<file path="src/rtl/fb_fetch_arbiter.sv">
// Framebuffer RAM arbiter: per-line scanout prefetch into a double-banked line buffer, host gets idle slots.
// Optional macro FB_FETCH_ARB_HOST_READ_EN adds host reads; without it every granted host access is a write.
module fb_fetch_arbiter #(
  parameter int CORDW          = 16,
  parameter int V_RES          = 480,
  parameter int WORDS_PER_LINE = 40,
  parameter int ADDRW          = 15,
  parameter int DATAW          = 16
) (
  input  logic                    clk_pix,
  input  logic                    rst_pix_n,
  input  logic                    frame,
  input  logic                    line,
  input  logic signed [CORDW-1:0] sy,
  input  logic                    host_req,
  input  logic                    host_we,
  input  logic [ADDRW-1:0]        host_addr,
  input  logic [DATAW-1:0]        host_wdata,
  output logic                    host_gnt,
  output logic                    host_rvalid,
  output logic [DATAW-1:0]        host_rdata,
  output logic [ADDRW-1:0]        mem_addr,
  output logic                    mem_we,
  output logic [DATAW-1:0]        mem_wdata,
  input  logic [DATAW-1:0]        mem_rdata,
  output logic                    lb_we,
  output logic                    lb_bank,
  output logic [7:0]              lb_addr,
  output logic [DATAW-1:0]        lb_wdata,
  output logic                    disp_bank,
  output logic                    fetch_busy,
  output logic                    fetch_overrun
);

  localparam logic [0:0] IDLE  = 1'b0;
  localparam logic [0:0] FETCH = 1'b1;

  localparam int IDXW = 10;
  localparam logic signed [CORDW-1:0] SY_FIRST  = CORDW'(-1);
  localparam logic signed [CORDW-1:0] SY_LAST   = CORDW'(V_RES - 2);
  localparam logic [IDXW-1:0]         LAST_IDX  = IDXW'(WORDS_PER_LINE - 1);
  localparam logic [ADDRW-1:0]        LINE_STEP = ADDRW'(WORDS_PER_LINE);

  logic [0:0]       state_q, state_d;
  logic [IDXW-1:0]  idx_q, idx_d;
  logic [ADDRW-1:0] base_q, base_d;
  logic [ADDRW-1:0] fetch_base_q, fetch_base_d;
  logic             lb_bank_q, lb_bank_d;
  logic             lb_we_q, lb_we_d;
  logic [7:0]       lb_addr_q, lb_addr_d;
  logic             overrun_q, overrun_d;
  logic             trig;

  // Line y fetches line y+1, so line -1 loads line 0 and the last active line needs no fetch.
  assign trig = line && (sy >= SY_FIRST) && (sy <= SY_LAST);

  // NOTE: every always_comb target gets a default first; a missed branch would otherwise infer a latch.
  always_comb begin
    state_d      = state_q;
    idx_d        = idx_q;
    fetch_base_d = fetch_base_q;
    lb_bank_d    = lb_bank_q;
    overrun_d    = overrun_q;
    // NOTE: blocking assignments here are deliberate; base_d is refined in place before the trigger uses it.
    base_d       = frame ? '0 : base_q;

    if (trig) begin
      state_d      = FETCH;
      idx_d        = '0;
      lb_bank_d    = ~lb_bank_q;
      fetch_base_d = base_d;
      base_d       = base_d + LINE_STEP;
      if (state_q == FETCH) overrun_d = 1'b1;
    end else if (state_q == FETCH) begin
      idx_d = idx_q + 1'b1;
      if (idx_q == LAST_IDX) state_d = IDLE;
    end

    // A read issued on the cycle a restart hits belongs to the abandoned line and the old bank.
    lb_we_d   = (state_q == FETCH) && !trig;
    lb_addr_d = lb_we_d ? idx_q[7:0] : lb_addr_q;
  end

  // NOTE: sequential state uses non-blocking assignments so all registers update from pre-edge values.
  always_ff @(posedge clk_pix or negedge rst_pix_n) begin
    if (!rst_pix_n) begin
      state_q      <= IDLE;
      idx_q        <= '0;
      base_q       <= '0;
      fetch_base_q <= '0;
      lb_bank_q    <= 1'b0;
      lb_we_q      <= 1'b0;
      lb_addr_q    <= '0;
      overrun_q    <= 1'b0;
    end else begin
      state_q      <= state_d;
      idx_q        <= idx_d;
      base_q       <= base_d;
      fetch_base_q <= fetch_base_d;
      lb_bank_q    <= lb_bank_d;
      lb_we_q      <= lb_we_d;
      lb_addr_q    <= lb_addr_d;
      overrun_q    <= overrun_d;
    end
  end

  assign fetch_busy    = (state_q == FETCH);
  assign fetch_overrun = overrun_q;
  assign host_gnt      = !fetch_busy && host_req && !trig;

  assign mem_addr  = fetch_busy ? (fetch_base_q + ADDRW'(idx_q))
                   : (host_gnt ? host_addr : '0);
  assign mem_wdata = host_gnt ? host_wdata : '0;

  assign lb_we     = lb_we_q;
  assign lb_bank   = lb_bank_q;
  assign disp_bank = ~lb_bank_q;
  assign lb_addr   = lb_addr_q;
  assign lb_wdata  = lb_we_q ? mem_rdata : '0;

`ifdef FB_FETCH_ARB_HOST_READ_EN
  logic             rvalid_q;
  logic [DATAW-1:0] rdata_q;

  assign mem_we = host_gnt && host_we;

  always_ff @(posedge clk_pix or negedge rst_pix_n) begin
    if (!rst_pix_n) begin
      rvalid_q <= 1'b0;
      rdata_q  <= '0;
    end else begin
      rvalid_q <= host_gnt && !host_we;
      if (rvalid_q) rdata_q <= mem_rdata;
    end
  end

  // RAM data is live on the rvalid cycle; the register only holds it afterwards.
  assign host_rvalid = rvalid_q;
  assign host_rdata  = rvalid_q ? mem_rdata : rdata_q;
`else
  logic unused_host_we;

  assign unused_host_we = host_we;
  assign mem_we         = host_gnt;
  assign host_rvalid    = 1'b0;
  assign host_rdata     = '0;
`endif

endmodule

</file>
<file path="config.mk">
export PLATFORM = sky130hd
export DESIGN_NAME = fb_fetch_arbiter
export DESIGN_NICKNAME = d
export VERILOG_FILES = /design/src/rtl/fb_fetch_arbiter.sv
export SDC_FILE = /design/constraint.sdc
export NUM_CORES = 1
export LEC_CHECK = 0
export ABC_AREA = 1
export BUFFER_PORTS_ARGS = -buffer_cell sky130_fd_sc_hd__buf_2
export CAP_MARGIN = 20
export CORE_ASPECT_RATIO = 2
export CORE_UTILIZATION = 50
export CTS_BUF_LIST = sky130_fd_sc_hd__clkbuf_16
export CTS_CLUSTER_DIAMETER = 150
export DETAILED_ROUTE_END_ITERATION = 7
export MAX_ROUTING_LAYER = met4
export PLACE_DENSITY = 0.82
export SLEW_MARGIN = 20
export SYNTH_ARGS = -nofsm -noshare
export SYNTH_HDL_FRONTEND = slang
export SYNTH_SLANG_ARGS = --single-unit
</file>
<file path="constraint.sdc">
create_clock -name clk_pix -period 4.2 [get_ports clk_pix]
set_input_delay 0.42 -clock clk_pix [delete_from_list [all_inputs] [get_ports clk_pix]]
set_output_delay 0.42 -clock clk_pix [all_outputs]
set_load 0.1 [all_outputs]
</file>
==> results.md <==
* Num CTS Buffers at 5
* Antenna Violating Nets Remaining at 0
* Post-synth EDFFs at 0
* Synth Area in XOR/XNOR at 0.0342
* Cell Pwr Density at approximately 470 nW/µm²
* WL final at 10700 µm
* RSZ-0062 raised after global routing: no
* Final Cycle Share at 0.712
* Die W at 64.0 µm
* Main synth FF type: dfrtp_1
* Crit path DAT at between 2 and 3 ns
* IO Port Bufs at approximately 130
* N_diodes at 0
* Slowest-stage cell, CP: dfrtp_1
* Mux cell area share after synthesis at 0
* Final nets at 795
* Setup Fix Bufs, Post-CTS at 0
* Clk root buf: clkbuf_16
* Startpoint Class: register
* H-tree levels at 2
* Async set-reset flop share out of synthesis at 1.00
* Top delay family on crit path: simple AND/OR/NAND/NOR gates
* Distinct cells, synth at 33
* Mapped cell area at 3840 µm²
* Crit Path Class: reg -> out
* Yosys reg bits at between 50 and 60
* DP Worst Slack at roughly 1.5 ns
* Resized Gates After CTS at 0
* Post-synthesis sequential area ratio at 0.339
* Status: finished, final reports clean
* YS warnings at 0
* Vias in the first global route at 3676
* Post-layout min period at approximately 3.0 ns
* Overflow left after global routing at 0
* Post-synthesis compound-gate area fraction at 0.0456
* Global Route Usage Sum at 0.280
* DR vias/cell at about 5.0
* PnR worst setup slack at 1.21 ns
* Clk buf depth at 2
* Post-DP Area at 4450 µm²
* Simple-gate share of the synthesized area at 0.387
* Hold buffer count at CTS at 0
* Vias at 4047
* Largest family of logic cells by synthesized area: simple AND/OR/NAND/NOR gates
* Core ar. at 7320 µm²
* Crit path buf inv count at 3
* Slew HR at 0.573
* Slew @ Worst Pin at 0.641 ns
* Filler cells at 689
* Starting density of the core at 0.524
* LEAKAGE at between 2 and 3 nW
* RePlAce Congestion at between 1 and 1.5
* DRC at 0
* Die area at 8050 µm²
* Row cnt at 44
* Initial antenna violation count at 0
* DP HPWL at 8500 µm
* Syn-to-layout area delta at 19.7%
* TNS Setup at 0 ns
* Clock latency reported for the late side of the worst-skew pair at 0.30 ns
* CTS Sinks at 52
* Ratio of cells with drive above 1 in the final layout at 0.217
* Worst IR Drop VDD at 0.000241 V
* WL/cell at 13.2 µm
* Clock Skew at 0.00630 ns
* Worst-path fanout max at 6
* Cells after synthesis at 594
* Clock transition at path regs at 0.07 ns
* CP Cell Sequence: ha_1, inv_1, fa_1, inv_1, nand3_1, nand3_1, nand2_1, nand2_1, nand2_1, nand3_1, nand3_1, nand2_1, buf_2
* Fin. Hold Viols at 0
* Area of the multi-input gates at approximately 2000 µm²
* Avg Inst Size Synth at 6.46 µm²
* HP Class: in -> async
* Adder-Cell Fraction of Synth Area at 0.0443
* Slew Viols, Final at 0
* Max incr delay on CP at 0.44 ns
* TritonRoute pass-1 iters at 5
* Fmax achieved at 0.335 GHz
* Post-layout instance area at 4590 µm²
* Max_cap viols at 0
* Pin count of the biggest net entering global routing at 57
* CP Capture Type: primary output
* Num ports at 148
* Die height at between 100 and 150 µm
* First-pass GRT wire length at 16700 µm
* CTS tree: done
* DR iter-0 viols at ~170
* Required time of the critical path at 3.78 ns
* Final setup vio count at 0
* Sequential cell area at 1300 µm²
[power breakdown]
part	internal [mW]	switching (mW)
sequential	0.556	0.0674
clock	0.220	0.178
combinational	0.182	0.938
total	0.957	1.18
[placed cells by master, fill, tap and decap left out, types with 4 or more instances in the layout]
cell and n:
nor2_1 58, nand2_1 210, o21ai_1 7, clkbuf_16 5
inv_2 4, nand4_1 5, o21ai_0 15, buf_2 129
a21oi_1 7, xor2_1 12, nor3_1 7, conb_1 17
ha_1 12, inv_1 85, nand3_1 60, dfrtp_1 52
[state kept, by name (all words and copies together) (netlist names)]
signal / cells
lb_addr: 8
fetch_busy: 1
lb_we: 1
idx_q: 10
base_q: 15
fetch_overrun: 1
lb_bank: 1
fetch_base_q: 15
[stage by stage]
step	cells	utilization	total power, mW	hold slack [ns]
5_1_grt	806	0.627	2.23	0.281
3_3_place_gp	798	0.607	1.74	0.444
2_1_floorplan	610	-	1.57	0.124
4_1_cts	806	0.627	2.15	0.253
3_5_place_dp	798	0.607	1.75	0.445
6_report	806	0.627	2.14	0.229
[per-layer routing]
| layer | part of all wire | global-route usage | vias to the layer above |
|---|---|---|---|
| met5 | 0 | - | - |
| met4 | 0.025 | 0.107 | 0 |
| met3 | 0.078 | 0.0371 | 20 |
| met2 | 0.54 | 0.528 | 175 |
| met1 | 0.36 | 0.282 | 1826 |
| li1 | - | - | 2026 |
[Yosys cell counts (4+ instances only)]
master,number,area share
a21oi_1,7,0.0091
inv_2,4,0.0039
dfrtp_1,52,0.34
nand2_1,210,0.21
inv_1,84,0.082
nand4_1,5,0.0081
xor2_1,12,0.027
ha_1,12,0.039
nor2_1,58,0.057
nand3_1,60,0.078
o21ai_0,15,0.020
buf_4,21,0.041
buf_2,10,0.013
nor3_1,7,0.0091
o21ai_1,7,0.0091
[cell type report]
cell class              instances  area share
well taps                      92      0.0251
clock buffers                   5      0.0272
flip-flops and latches         52       0.283
repair buffers                132       0.145
inverters                      89      0.0733
clock inverters                 3     0.00436
multi-input cells             433       0.441
[final timing paths]
check | from | endpoint | slack [ns] | depth (start not counted)
hold / removal | rst_pix_n | base_q[13]$_DFF_PN0_ | 0.23 | 2
hold reg to reg | base_q[1]$_DFF_PN0_ | base_q[1]$_DFF_PN0_ | 0.46 | 2
setup / recovery | idx_q[0]$_DFFE_PN0P_ | mem_addr[14] | 1.21 | 13
min in group clk_pix | base_q[1]$_DFF_PN0_ | base_q[1]$_DFF_PN0_ | 0.46 | 2
max in group asynchronous | rst_pix_n | fetch_base_q[11]$_DFFE_PN0N_ | 3.54 | 2
setup reg to reg | base_q[3]$_DFF_PN0_ | base_q[11]$_DFF_PN0_ | 2.53 | 8
[cells by family after synthesis]
kind of cell             count (synthesis)
AO/OA/AOI/OAI                           33
XOR/XNOR                                15
adder cells (fa/ha/maj)                 13
buffers and inverters                  125
flip-flops                              52
other                                    1
AND/OR/NAND/NOR                        355
Note: power is estimated with default switching activity, not from simulation.
